### config.mk
export PLATFORM = sky130hd
export DESIGN_NAME = serial_input_capture
export DESIGN_NICKNAME = d
export VERILOG_FILES = /design/src/rtl/serial_pkg.sv /design/src/rtl/rx_frame_buffer.sv /design/src/rtl/serial_input_capture.sv
export SDC_FILE = /design/constraint.sdc
export NUM_CORES = 1
export LEC_CHECK = 0
export ABC_AREA = 0
export CORE_MARGIN = 5
export CORE_UTILIZATION = 50
export CTS_CLUSTER_DIAMETER = 100
export DETAILED_ROUTE_END_ITERATION = 8
export PLACE_DENSITY = 0.73
export RECOVER_POWER = 50
export SYNTH_ARGS = -nofsm -noshare
export SYNTH_HDL_FRONTEND = slang
export SYNTH_SLANG_ARGS = --single-unit
### constraint.sdc
create_clock -name clk_out16x -period 3.17 [get_ports clk_out16x]
set_clock_uncertainty 0.05 [all_clocks]
set_input_delay 0.4755 -clock clk_out16x [delete_from_list [all_inputs] [get_ports clk_out16x]]
set_output_delay 0.4755 -clock clk_out16x [all_outputs]
set_load 0.1 [all_outputs]
### src/rtl/serial_pkg.sv
// Shared types and sizes for the serial capture path: lane count, frame width,
// receiver states, error flag positions and the buffered frame record.
package serial_pkg;

  localparam int NUM_CH   = 8;
  localparam int MAX_BITS = 128;
  localparam int CNT_W    = 16;

  typedef enum logic [1:0] {
    IDLE    = 2'd0,
    RECV    = 2'd1,
    DISCARD = 2'd2
  } rx_state_e;

  localparam int ERR_MULTI = 0;
  localparam int ERR_OVF   = 1;
  localparam int ERR_DROP  = 2;

  typedef struct packed {
    logic [MAX_BITS-1:0] data;
    logic [CNT_W-1:0]    len;
    logic [NUM_CH-1:0]   ch;
    logic                ovf;
  } rx_frame_t;

endpackage

### src/rtl/rx_frame_buffer.sv
// One-entry valid/ready holding register for captured frames. A push that
// meets a full buffer with no transfer in the same cycle is rejected and flagged.
module rx_frame_buffer
  import serial_pkg::*;
(
  input  logic      clk_out16x,
  input  logic      rst_n,
  input  logic      push,
  input  rx_frame_t push_frame,
  input  logic      pop_ready,
  output logic      out_valid,
  output rx_frame_t out_frame,
  output logic      drop
);

  logic      valid_reg;
  rx_frame_t frame_reg;
  logic      load;

  // A transfer in the same cycle frees the slot, so the new frame may load.
  assign load = push && (!valid_reg || pop_ready);
  assign drop = push && valid_reg && !pop_ready;

  always_ff @(posedge clk_out16x or negedge rst_n) begin
    if (!rst_n) begin
      valid_reg <= 1'b0;
      frame_reg <= '0;
    end else if (load) begin
      valid_reg <= 1'b1;
      frame_reg <= push_frame;
    end else if (valid_reg && pop_ready) begin
      valid_reg <= 1'b0;
    end
  end

  assign out_valid = valid_reg;
  assign out_frame = frame_reg;

endmodule

### src/rtl/serial_input_capture.sv
// Captures one MSB-first burst from a single one-hot-qualified lane into a
// left-aligned word and hands it, with length and channel, to a one-entry buffer.
module serial_input_capture
  import serial_pkg::*;
(
  input  logic                clk_out16x,
  input  logic                rst_n,
  input  logic [NUM_CH-1:0]   ser_data,
  input  logic [NUM_CH-1:0]   ser_vld,
  input  logic                frame_ready,
  input  logic                err_clr,
  output logic                frame_valid,
  output logic [MAX_BITS-1:0] frame_data,
  output logic [CNT_W-1:0]    frame_len,
  output logic [NUM_CH-1:0]   frame_ch,
  output logic                frame_ovf,
  output logic                rx_busy,
  output logic [2:0]          err_pulse,
  output logic [2:0]          err_status
);

  rx_state_e           state_reg, state_next;
  logic [NUM_CH-1:0]   ch_reg, ch_next;
  logic [MAX_BITS-1:0] word_reg, word_next;
  logic [CNT_W-1:0]    cnt_reg, cnt_next;
  logic                ovf_reg, ovf_next;
  logic [2:0]          err_pulse_reg, err_pulse_next;
  logic [2:0]          err_status_reg;

  logic                push;
  logic                buf_drop;
  rx_frame_t           push_frame;
  rx_frame_t           out_frame;

  logic                vld_multi;
  logic                idle_bit;
  logic                lane_vld;
  logic                lane_bit;
  logic                other_vld;
  logic [CNT_W-1:0]    bit_idx;

  // Clearing the lowest set bit leaves something only if two or more were set.
  assign vld_multi = |(ser_vld & (ser_vld - NUM_CH'(1)));
  assign idle_bit  = |(ser_data & ser_vld);
  assign lane_vld  = |(ser_vld & ch_reg);
  assign lane_bit  = |(ser_data & ch_reg);
  assign other_vld = |(ser_vld & ~ch_reg);
  assign bit_idx   = CNT_W'(MAX_BITS - 1) - cnt_reg;

  always_comb begin
    state_next     = state_reg;
    ch_next        = ch_reg;
    word_next      = word_reg;
    cnt_next       = cnt_reg;
    ovf_next       = ovf_reg;
    err_pulse_next = '0;
    push           = 1'b0;
    case (state_reg)
      IDLE: begin
        if (ser_vld != '0) begin
          if (vld_multi) begin
            err_pulse_next[ERR_MULTI] = 1'b1;
            state_next                = DISCARD;
          end else begin
            ch_next    = ser_vld;
            word_next  = {idle_bit, {(MAX_BITS-1){1'b0}}};
            cnt_next   = CNT_W'(1);
            ovf_next   = 1'b0;
            state_next = RECV;
          end
        end
      end
      RECV: begin
        if (lane_vld) begin
          if (cnt_reg < CNT_W'(MAX_BITS)) begin
            word_next = word_reg | ({{(MAX_BITS-1){1'b0}}, lane_bit} << bit_idx);
            cnt_next  = cnt_reg + CNT_W'(1);
          end else begin
            ovf_next                = 1'b1;
            err_pulse_next[ERR_OVF] = !ovf_reg;
          end
          if (other_vld) begin
            err_pulse_next[ERR_MULTI] = 1'b1;
          end
        end else begin
          push       = 1'b1;
          state_next = IDLE;
        end
      end
      DISCARD: begin
        if (ser_vld == '0) begin
          state_next = IDLE;
        end
      end
      default: state_next = IDLE;
    endcase
    err_pulse_next[ERR_DROP] = buf_drop;
  end

  always_ff @(posedge clk_out16x or negedge rst_n) begin
    if (!rst_n) begin
      state_reg      <= IDLE;
      ch_reg         <= '0;
      word_reg       <= '0;
      cnt_reg        <= '0;
      ovf_reg        <= 1'b0;
      err_pulse_reg  <= '0;
      err_status_reg <= '0;
    end else begin
      state_reg      <= state_next;
      ch_reg         <= ch_next;
      word_reg       <= word_next;
      cnt_reg        <= cnt_next;
      ovf_reg        <= ovf_next;
      err_pulse_reg  <= err_pulse_next;
      // A new pulse overrides a simultaneous clear.
      err_status_reg <= (err_clr ? 3'b000 : err_status_reg) | err_pulse_reg;
    end
  end

  assign push_frame = '{data: word_reg, len: cnt_reg, ch: ch_reg, ovf: ovf_reg};

  rx_frame_buffer u_buffer (
    .clk_out16x (clk_out16x),
    .rst_n      (rst_n),
    .push       (push),
    .push_frame (push_frame),
    .pop_ready  (frame_ready),
    .out_valid  (frame_valid),
    .out_frame  (out_frame),
    .drop       (buf_drop)
  );

  assign frame_data = out_frame.data;
  assign frame_len  = out_frame.len;
  assign frame_ch   = out_frame.ch;
  assign frame_ovf  = out_frame.ovf;
  assign rx_busy    = (state_reg == RECV);
  assign err_pulse  = err_pulse_reg;
  assign err_status = err_status_reg;

endmodule

# ---- Word-level counts from Yosys, hierarchy flattened
# Cells that the tools add are included.
dict set report totals {
  ff_bits 315
  latch_bits 0
  mem_bits_rw 0
  romBits 0
  input_bits 20
  output_inout_bits 161
  word_cells 89
  mem_count 0
}
dict set report op_classes {
  n_addsub 3
  mul 0
  div 0
  magnitude_cmp 1
  n_eq_ne 9
  shift 1
  mux 32
  n_bitwise 9
  reduce_logical 22
}
# op n
set op_table {}
lappend op_table {{128-bit 2-to-1 mux} 4}
lappend op_table {{128-bit case mux with 2 select lines} 1}
lappend op_table {{128-bit OR} 1}
lappend op_table {{1-bit by 16-bit left shift with 128-bit output} 1}
lappend op_table {{16-bit 2-to-1 mux} 4}
lappend op_table {{8-bit bitwise AND} 5}
lappend op_table {{8-bit OR reduction} 5}
lappend op_table {{16-bit case mux with 2 select lines} 1}
lappend op_table {{16-bit by 1-bit adder with 16-bit output, second input constant} 1}
lappend op_table {{16-bit by 8-bit < comparator with 1-bit output, second input constant} 1}
lappend op_table {{7-bit by 16-bit subtractor with 16-bit output, first input constant} 1}
lappend op_table {{1-bit 2-to-1 mux} 13}
lappend op_table {{2-bit 2-to-1 mux} 5}
lappend op_table {{2-bit inequality test, second input constant} 5}
lappend op_table {{5-bit AND reduction} 2}
lappend op_table {{8-bit logical NOT} 1}
lappend op_table {{8-bit inverter} 1}
lappend op_table {{8-bit nonzero test} 1}
lappend op_table {{8-bit by 1-bit subtractor with 8-bit output, second input constant} 1}
lappend op_table {{2-bit case mux with 3 select lines} 1}
lappend op_table {{3-bit AND reduction} 2}
lappend op_table {{1-bit logical AND} 4}
lappend op_table {{2-bit by 1-bit inequality test with 1-bit output, second input constant} 2}
lappend op_table {{1-bit case mux with 2 select lines} 2}
lappend op_table {{other kinds (9)} 12}

# ---- Longest topological paths before layout
# Gate-level depths: netlist (run 1).
dict set report logic_depth {
  depth_word 7
  mapped_depth 11
  mapped_depth_nobuf 8
}

# ---- By module
# Synthesis (run 1) repeated with hierarchy kept, for this count alone.
dict set report unflattened {
  hier_cells 1029
  area_unflattened_um2 12898.6
}
# module n_inst cells_each area_each_um2 seq_area_each_um2
set by_module_without_submodules {}
lappend by_module_without_submodules {serial_input_capture 1 701 6897.9 4028.9}
lappend by_module_without_submodules {rx_frame_buffer 1 328 6000.8 3853.7}

# ---- Worst setup path after synthesis (run 1)
# No wires, ideal clock.
dict set report synth_timing {
  path_kind {reg2reg}
  startpoint {register state_reg[1]}
  endpoint {register u_buffer.frame_reg (netlist bit u_buffer.out_frame[100])}
  setup_ns 0.125
  t_arrival_ns 2.295
  required_ns 2.995
  path_slack_ns 0.699
  path_stages_with_launch 8
  n_path_buf 3
  period_less_slack_ns 2.471
  path_cell_list {dfrtp_1 -> nand2b_1 -> inv_1 -> and3_1 -> buf_2 -> buf_4 -> buf_4 -> mux2_2}
}
dict set report synth_between {
  elab_chain_cells 3
}
# item line_no
set synth_lines {}
lappend synth_lines {{start: declaration} serial_input_capture.sv:22} ;# rx_state_e state_reg, state_next;
lappend synth_lines {{start signal: assignment} serial_input_capture.sv:110} ;# state_reg <= state_next;
lappend synth_lines {{2-bit by 1-bit equality test with 1-bit output} --}
lappend synth_lines {{net rx_busy} serial_input_capture.sv:17} ;# output logic rx_busy,
lappend synth_lines {{1-bit 2-to-1 mux} serial_input_capture.sv:58} ;# case (state_reg)
lappend synth_lines {{1-bit logical AND} rx_frame_buffer.sv:21} ;# assign load = push && (!valid_reg || pop_ready);
lappend synth_lines {{end signal: assignment} rx_frame_buffer.sv:30} ;# frame_reg <= push_frame;
lappend synth_lines {{end: declaration} rx_frame_buffer.sv:17} ;# rx_frame_t frame_reg;
# The timed path passes the listed nets, and every way through them passes these cells.
# A chain may end at the register's enable or synchronous reset.

# ---- Worst setup path in the final report (run 1)
dict set report layout_timing {
  startpoint {input port ser_vld[6]}
  endpoint {register word_reg[125]}
}
dict set report layout_between {
  elab_chain_cells 5
  word_cells_on_any_way 10
  classes_between {1 x add/sub; 3 x eq/ne; 2 x bitwise; 4 x reduce/logical}
}
# item line_no
set layout_lines {}
lappend layout_lines {{start: declaration} serial_input_capture.sv:9} ;# input logic [NUM_CH-1:0] ser_vld,
lappend layout_lines {{8-bit by 1-bit subtractor with 8-bit output} serial_input_capture.sv:43} ;# assign vld_multi = |(ser_vld & (ser_vld - NUM_CH'(1)));
lappend layout_lines {{8-bit bitwise AND} serial_input_capture.sv:43}
lappend layout_lines {{8-bit OR reduction} serial_input_capture.sv:43}
lappend layout_lines {{2-bit inequality test (no line)} --}
lappend layout_lines {{5-bit AND reduction (no line) *} --}
lappend layout_lines {{end signal: assignment} serial_input_capture.sv:112} ;# word_reg <= word_next;
lappend layout_lines {{end: declaration} serial_input_capture.sv:24} ;# logic [MAX_BITS-1:0] word_reg, word_next;
# Mark *: on every way between the ends. The rest lies on a longest branch, timed or not.

==> run metrics, run 1 <==
status=complete, but fails checks; failing checks=capacitance limit, slew limit; hold slack=just over 0.4 ns; synth warn=0; hpwl dp=around 21000 µm; worst-margin pin slew=between 2 and 2.5 ns; Post-Synth Adder-Cell Area=less than 1%; Fmax achieved=about 380 MHz; GP Congestion=slightly below 0.9; Max stage delay on crit path=between 0.6 and 0.7 ns; Die ar.=~0.028 mm²; worst-path cell chain=dlygate4sd3_1, o21ai_0, o21ai_0, nor4_2, a21oi_2, buf_4, nor4b_1, a22o_1; 1st-iter DRT viols=between 400 and 500; DR pass1 iterations=5; number of distinct library cells after synthesis=58; Nets=1209; Core Area=~0.024 mm²; Final Hold Viols=0; Vias=roughly 8.5k; Synth Area in XOR/XNOR=less than 1%; largest net degree at the start of global routing=92; vias in the first global route=~9k; Synth Area in Compound Gates=8.741%; Setup crit end kind=flip-flop; post-route ant nets=0; Syn Inst Count=between 900 and 1k; commonest cells after routing, fill and taps aside=dfrtp_1 (315), mux2_2 (153), nand2_1 (138), buf_4 (107), o21ai_0 (98); sequential area share after synthesis=a little over three fifths; Worst setup SP type=primary input; Residual DRC=0; arrival time of the worst setup path=a little over 3 ns; CTS tree=built; max FFs per register=153; MaxCap Viol Count=1; Final TNS setup=0 ns; first-pass GRT wire length=between 40000 and 50000 µm; commonest non-fill, non-tap cell in the layout=dfrtp_1; Crit-path slowest cell=dlygate4sd3_1; Worst-path clk slew=approximately 0.06 ns; period utilization=a little over four fifths; Hold Crit Class=flip-flop to flip-flop; Routed wire per std cell=approximately 20 µm; Clock Tree Buf Depth=3; CP required=roughly 3.6 ns; Cell Area, Synth=0.01247 mm²; GRT overflow=0; PwrDens=between 500 and 600 mW/mm²; antenna violations before repair=0; Syn Area/Cell=around 13 µm²; post-DR vias/cell=5.557; min Tclk post-route=about 2.7 ns; Clk Latency, worst-skew pair=~0.50 ns; Critical Path Most Common Cell=o21ai_0; fin. max-slew vios=81; Synth area leaders=dfrtp_1 (63%), mux2_2 (14%), nand2_1 (4.2%), o21ai_0 (3.9%), a22o_1 (1.1%); layout cells sized above 1=between 20% and 30%; synthesis-to-finish area growth=21.58%; synthesized net count=1012; RSZ-0062 raised after global routing=false; Root Buffer=clkbuf_16; Max VDD drop=0.3689 mV; count of input and output buffers=between 150 and 200; flops & latches, synth=315; GRT Overall Usage=between 20% and 30%; slew margin rel.=-42.14%; die width=roughly 170 µm; # setup viols final=0; top-area cell type share of the netlist area=63.23%; proportion of synthesized area in mux cells=~14%; number of flops mapped to enable cells by yosys=0; cts bufs inserted=34; dpl cell area=around 0.014 mm²; Worst Path Max Fanout=7; Finished Core Util=61.96%; chip height=167.9 µm; WS Path Type=primary input to flip-flop; ys flop type=dfrtp_1; share of synthesized registers carrying an async set or reset=100.0%; Post-Synth Simple-Gate Area=10.65%; Pwr Total=about 8 mW; Ant. Diodes=0; Routed WL=30120 µm; Design Area, Final=~0.015 mm²; Synth area leader=dfrtp_1; H-tree depth=2; Clock Sinks=between 300 and 400; I/O pins=about 180; leakage power=roughly 7.5 nW; main combinational cell family by area after synthesis=multiplexers; # rows=57; Initial Util=50.96%
[where the power goes]
part           leakage (nW)  switching [mW]  internal, mW  total, mW
clock network         0.540            1.54          2.30       3.84
logic                  2.54           0.108        0.0400      0.148
registers              4.38         0.00355          4.02       4.03
total                  7.46            1.65          6.36       8.01
[synth_stat cells (8+ instances only)]
cell        n
dfrtp_1   315
mux2_2    153
nand2_1   139
o21ai_0    98
nor2_1     27
nand3_1    25
clkbuf_1   23
o21ai_1    19
a22o_1     15
buf_2      14
inv_1      14
and2_1     11
o21ai_2     9
a22oi_1     8
buf_4       8
nand4_1     8
[metrics by stage]
step                      worst slack, ns  cells
after floorplan                    0.6995    989
after global placement             0.1752   1473
after detailed placement           0.1201   1473
after CTS                          0.5922   1534
after global routing               0.2077   1534
final                              0.5184   1534
[timing repair]
item,in CTS,in global routing
buffers inserted,0,0
gates resized for setup,0,0
setup endpoints to repair,0,0
hold endpoints to repair,76,0
hold buffers,1,0
[layout make-up]
type | count | area (µm²)
timing repair buffer | 212 | 1465
inverter | 15 | 56.30
tap | 324 | 405.4
fill | 1970 | 9305
multi-input combinational | 608 | 4252
clock buffer | 49 | 1011
sequential | 315 | 7883
clock inverter | 11 | 85.08
[metal layers]
layer | part of all wire, % | wire length [µm] | track usage, %
met3 | 6.3 | 1896 | 4.314
met4 | 2.3 | 690 | 6.281
met1 | 43 | 12880 | 29.22
met2 | 49 | 14650 | 35.52
met5 | 0 | 0 | 0
[logic make-up after synthesis]
logic type	after synthesis
and+or+nand+nor	265
DFF	315
xor gates and xnor gates	7
muxes	153
adders and majority gates	3
buffers and inverters	66
AOI/OAI and AO/OA	180
[critical path: cells and delay by family]
kind	cells	cell delay, ns
simple gates	2	1.05
buf+inv	2	0.81
compound gates	4	0.70
[path summary, 6_finish.rpt]
| check | from | endpoint | slack [ns] | cells after the start |
|---|---|---|---|---|
| max | ser_vld[6] | word_reg[125] | 0.52 | 8 |
| min | err_pulse[2] | err_status[2] | 0.42 | 1 |
| max reg2reg | cnt_reg[9] | word_reg[75] | 0.58 | 6 |
| min reg2reg | err_pulse[2] | err_status[2] | 0.42 | 1 |
| max in group asynchronous | rst_n | word_reg[28] | 0.65 | 3 |
| min in group asynchronous | rst_n | u_buffer.out_frame[97] | 1.04 | 2 |
Power figures use the tool's default switching activity.
==> run 2, diff against run 1 <==
clock period = 2.56 ns   (was 3.17 ns; I/O delays follow)
==> run 2 against run 1 <==
Compared with the run above: the flow still finishes with violations (capacitance limit, slew limit); utilization increased by 1.3 points; routed wire length rose by 1.3%; critical path type is now flip-flop to flip-flop; sequential power increased by 24%; total power up 28%; via count about the same; cell count increased by 1.6%.
==> run metrics, run 2 (synthesis results as in run 1) <==
fin. max-slew vios=64; H-tree depth=1; Routed wire per std cell=around 20 µm; GRT Overall Usage=between 20% and 30%; count of input and output buffers=180; chip height=approximately 170 µm; CP required=just under 3 ns; MaxCap Viol Count=1; commonest non-fill, non-tap cell in the layout=dfrtp_1; PwrDens=roughly 660 mW/mm²; # rows=57; leakage power=between 7 and 8 nW; Vias=between 8k and 9k; clock share of power=49.3%; CTS tree=built; met2 Use GR=35.10%; vias in the first global route=roughly 8.6k; Setup crit end kind=flip-flop; hold slack=0.4195 ns; Sw Share=19.84%; failing checks=capacitance limit, slew limit; I/O pins=about 180; Clock Tree Buf Depth=3; met3 usage=approximately 3.1%; post-route ant nets=0; first-pass GRT wire length=roughly 48000 µm; status=complete, but fails checks; Pint=slightly above 8 mW; Worst setup SP type=flip-flop; antenna violations before repair=0; Clock Sinks=315; Max VDD drop=approximately 0.51 mV; DR pass1 iterations=6; Die ar.=0.02819 mm²; Final Hold Viols=0; synthesis-to-finish area growth=24.10%; max FFs per register=153; largest net degree at the start of global routing=77; GR Util met1=30.03%; min Tclk post-route=between 2 and 2.5 ns; Initial Util=50.96%; 1st-iter DRT viols=approximately 550; # setup viols final=0; Nets=between 1k and 1.5k; die width=167.9 µm; Clk Latency, worst-skew pair=between 0.5 and 0.6 ns; cts bufs inserted=31; register share of total power=48.7%; Routed WL=approximately 30000 µm; slew margin rel.=-13.24%; WS Path Type=flip-flop to flip-flop; Core Area=~0.024 mm²; Comb pwr share=around 1.9%; P_sw=roughly 2.0 mW; GRT overflow=0; worst-margin pin slew=1.699 ns; Worst-path clk slew=0.07 ns; GP Congestion=0.8650; Fmax achieved=roughly 400 MHz; post-DR vias/cell=about 5.5; period utilization=a little over nine tenths; Ant. Diodes=0; Hold Crit Class=flip-flop to flip-flop; layout cells sized above 1=about 31%; commonest cells after routing, fill and taps aside=dfrtp_1 (314), mux2_2 (153), nand2_1 (138), buf_4 (129), o21ai_0 (97); fillers=about 2.0k; Design Area, Final=roughly 0.015 mm²; dpl cell area=around 0.015 mm²; Final TNS setup=0 ns; Residual DRC=0; hpwl dp=between 20000 and 25000 µm; layer with the highest usage=met2; Root Buffer=clkbuf_16; arrival time of the worst setup path=just under 3 ns; Worst Path Max Fanout=8
run 2: timing repair:
item,4_1_cts,5_1_grt
setup endpoints to repair,0,74
hold buffers,1,0
resized for setup,0,4
buffers inserted,0,4
hold endpoints to repair,60,0
run 2: metal layers:
| metal | part of all wire (%) | up-vias |
|---|---|---|
| met3 | 5.1 | 42 |
| met5 | 0 | - |
| li1 | - | 3926 |
| met2 | 48 | 229 |
| met4 | 2.0 | 0 |
| met1 | 45 | 4319 |
run 2: metrics by stage:
step / util [%] / worst slack [ns] / cells / power [mW]
floorplan: - / 0.08949 / 989 / 5.105
detailed placement: 59.45 / -0.2831 / 1496 / 5.281
global placement: 59.45 / -0.2401 / 1496 / 5.280
finish: 63.24 / 0.06123 / 1558 / 10.23
CTS: 64.18 / 0.06311 / 1553 / 10.30
global route: 63.24 / -0.001142 / 1558 / 10.54
run 2: critical path, cell delays in order (launching register included):
cell and delay (ns):
dfrtp_2 0.47, or4_1 0.51, o22ai_1 0.14, a41o_1 0.27
and4_4 0.35, buf_4 0.15, nand4_4 0.10, buf_12 0.19
o21ai_0 0.17
run 2: final cells by class:
type / count / area, µm² / area share, %
Tap cell: 324 / 405.4 / 2.620
Sequential cell: 315 / 7884 / 50.96
Clock buffer: 39 / 855.8 / 5.532
Inverter: 15 / 56.30 / 0.3639
Multi-Input combinational cell: 609 / 4279 / 27.66
Timing Repair Buffer: 239 / 1699 / 10.98
Clock inverter: 17 / 291.5 / 1.884
run 2: power by group through the flow:
stage / clock network [mW] / logic, mW / registers (mW)
2_1_floorplan: 0 / 0.0272 / 5.08
3_3_place_gp: 0 / 0.204 / 5.08
5_1_grt: 5.34 / 0.225 / 4.98
6_report: 5.05 / 0.196 / 4.98
3_5_place_dp: 0 / 0.205 / 5.08
4_1_cts: 5.11 / 0.208 / 4.98
run 2: worst paths after layout:
check | slack [ns] | end | startpoint | depth (start not counted)
min in group asynchronous | 0.79 | u_buffer.out_frame[95] | rst_n | 2
max reg2reg | 0.06 | word_reg[39] | cnt_reg[9] | 8
min | 0.42 | err_pulse[1] | ovf_reg | 1
min reg2reg | 0.42 | err_pulse[1] | ovf_reg | 1
max in group asynchronous | 0.36 | cnt_reg[9] | rst_n | 3
max | 0.06 | word_reg[39] | cnt_reg[9] | 8
==> run 3, diff against run 2 <==
CTS_CLUSTER_SIZE = 16   (was unset)
==> run 3 against run 2 <==
Compared with the run above: critical path type unchanged; first-iteration DRC count shrank 1.8%; critical endpoint is now word_reg[10]; combinational power is essentially flat; largest cell class unchanged; largest power group is now sequential cells; total power shrank 18%; critical path depth shrank 1; cell count shrank 2.1%; clock power shrank 37%; final area shrank 3.7%; worst setup slack gained 0.025 ns; routed wire length shrank 2.4%; die area is the same; the flow still finishes with violations (capacitance limit, slew limit); worst hold slack lost 0.0094 ns; register-to-register slack gained 0.02 ns.
==> run metrics, run 3 (synthesis results as in run 1) <==
Max VDD drop=just under 0.4 mV; GRT Overall Usage=about a fifth; Root Buffer=clkbuf_16; Crit-path slowest cell=or4_1; cts bufs inserted=23; Final Hold Viols=0; post-route ant nets=0; worst-path cell chain=or4_1, o22ai_1, a41o_1, and4_4, nand4_1, buf_12, o21ai_0; CP required=~3 ns; GP Congestion=between 0.8 and 0.9; post-DR vias/cell=between 5 and 6; hpwl dp=20980 µm; Comb pwr share=under 10%; 1st-iter DRT viols=roughly 540; layout cells sized above 1=29.39%; Clock Sinks=around 320; failing checks=capacitance limit, slew limit; Initial Util=around half; Ant. Diodes=0; Worst-path clk slew=roughly 0.070 ns; Pwr Total=approximately 8.4 mW; Routed WL=between 20000 and 30000 µm; setup ws final=roughly 0.086 ns; first-pass GRT wire length=47550 µm; clock share of power=38.1%; Worst setup SP type=flip-flop; Worst Path Max Fanout=12; Clk Latency, worst-skew pair=approximately 0.52 ns; PwrDens=~560 mW/mm²; H-tree depth=1; arrival time of the worst setup path=~2.9 ns; max FFs per register=153; Die ar.=0.02819 mm²; Clock Tree Buf Depth=3; commonest non-fill, non-tap cell in the layout=dfrtp_1; chip height=approximately 170 µm; Nets=between 1k and 1.5k; Pint=~6.6 mW; count of input and output buffers=180; Core Area=approximately 0.024 mm²; leakage power=approximately 7.4 nW; Max stage delay on crit path=roughly 0.51 ns; crit-path leading delay family=simple AND/OR/NAND/NOR gates; MaxCap Viol Count=1; Residual DRC=0; slew margin rel.=-13.31%; P_sw=1.730 mW; Fmax achieved=approximately 400 MHz; WS Path Type=flip-flop to flip-flop; crit path buf inv count=1; # rows=57; CTS tree=built; Sw Share=20.68%; fillers=just over 2k; largest net degree at the start of global routing=77; Setup crit end kind=flip-flop; dpl ws=-0.2831 ns; period utilization=between 90% and 100%; GRT overflow=0; DR pass1 iterations=5; # setup viols final=0; commonest cells after routing, fill and taps aside=dfrtp_1 (314), mux2_2 (153), nand2_1 (138), buf_4 (127), o21ai_0 (98); min Tclk post-route=approximately 2.5 ns; die width=167.9 µm; fin. max-slew vios=64; I/O pins=181; Routed wire per std cell=just under 20 µm; register share of total power=between 50% and 60%; antenna violations before repair=0; worst-margin pin slew=between 1.5 and 2 ns; synthesis-to-finish area growth=19.51%; vias in the first global route=between 8k and 9k; Hold Crit Class=flip-flop to flip-flop; Vias=around 8.4k; status=complete, but fails checks
run 3: cell types whose count changed in the layout (fill, tap and decap cells not counted), sizes merged:
| cell | change |
|---|---|
| inv | +1 |
| clkdlybuf4s50 | +1 |
| clkbuf | -18 |
| clkinv | -8 |
| bufinv | -8 |
| dlygate4sd3 | -1 |
run 3: timing repair:
action	in CTS	in global routing
hold buffers	1	0
setup buffers	0	2
resized for setup	0	3
setup endpoints to repair	0	76
endpoints found under the hold margin	60	0
run 3: final timing paths:
check	start	endpoint	slack [ns]	depth (start not counted)
min	err_pulse[0]	err_status[0]	0.41	1
min reg2reg	err_pulse[0]	err_status[0]	0.41	1
max in group asynchronous	rst_n	word_reg[34]	0.37	3
max	cnt_reg[9]	word_reg[10]	0.09	7
max reg2reg	cnt_reg[9]	word_reg[10]	0.09	7
min in group asynchronous	rst_n	u_buffer.out_frame[110]	0.82	2
run 3: power by group through the flow:
stage | Sequential, mW | Clock [mW] | Combinational (mW)
after floorplan | 5.08 | 0 | 0.0272
after global placement | 5.08 | 0 | 0.204
after detailed placement | 5.08 | 0 | 0.205
after CTS | 4.98 | 3.29 | 0.208
after global routing | 4.98 | 3.48 | 0.226
final | 4.98 | 3.19 | 0.197
run 3: area by class of cell:
cell class | instances | area [µm²] | share of cell area, %
clock buffer | 23 | 575.6 | 3.863
multi-input combinational | 609 | 4279 | 28.72
tap | 324 | 405.4 | 2.721
inverter | 15 | 56.30 | 0.3779
clock inverter | 2 | 16.27 | 0.1092
sequential | 315 | 7884 | 52.91
timing repair buffer | 237 | 1683 | 11.29
run 3: layer usage:
layer	wire length, µm	vias to the layer above	share of wire [%]	track usage [%]
li1	-	3883	-	-
met1	13190	4280	44	29.67
met2	14430	210	48	34.08
met3	1552	41	5.2	3.329
met4	599	0	2.0	3.846
met5	0	-	0	0
run 3: metrics by stage:
stage / hold WS, ns / cell area (µm²) / setup TNS, ns / cells / utilization, %
6_report: 0.4101 / 14900 / 0 / 1525 / 60.91
5_1_grt: 0.4241 / 14900 / -0.06055 / 1525 / 60.91
4_1_cts: 0.3864 / 15140 / 0 / 1522 / 61.91
3_5_place_dp: 0.3270 / 14540 / -39.40 / 1496 / 59.45
3_3_place_gp: 0.3288 / 14540 / -23.26 / 1496 / 59.45
2_1_floorplan: 0.03841 / 12470 / 0 / 989 / -
run 3: worst reg2reg max path, cell delays in order (launching register included):
cell	delay, ns
dfrtp_2	0.47
or4_1	0.52
o22ai_1	0.14
a41o_1	0.27
and4_4	0.34
nand4_1	0.19
buf_12	0.21
o21ai_0	0.20
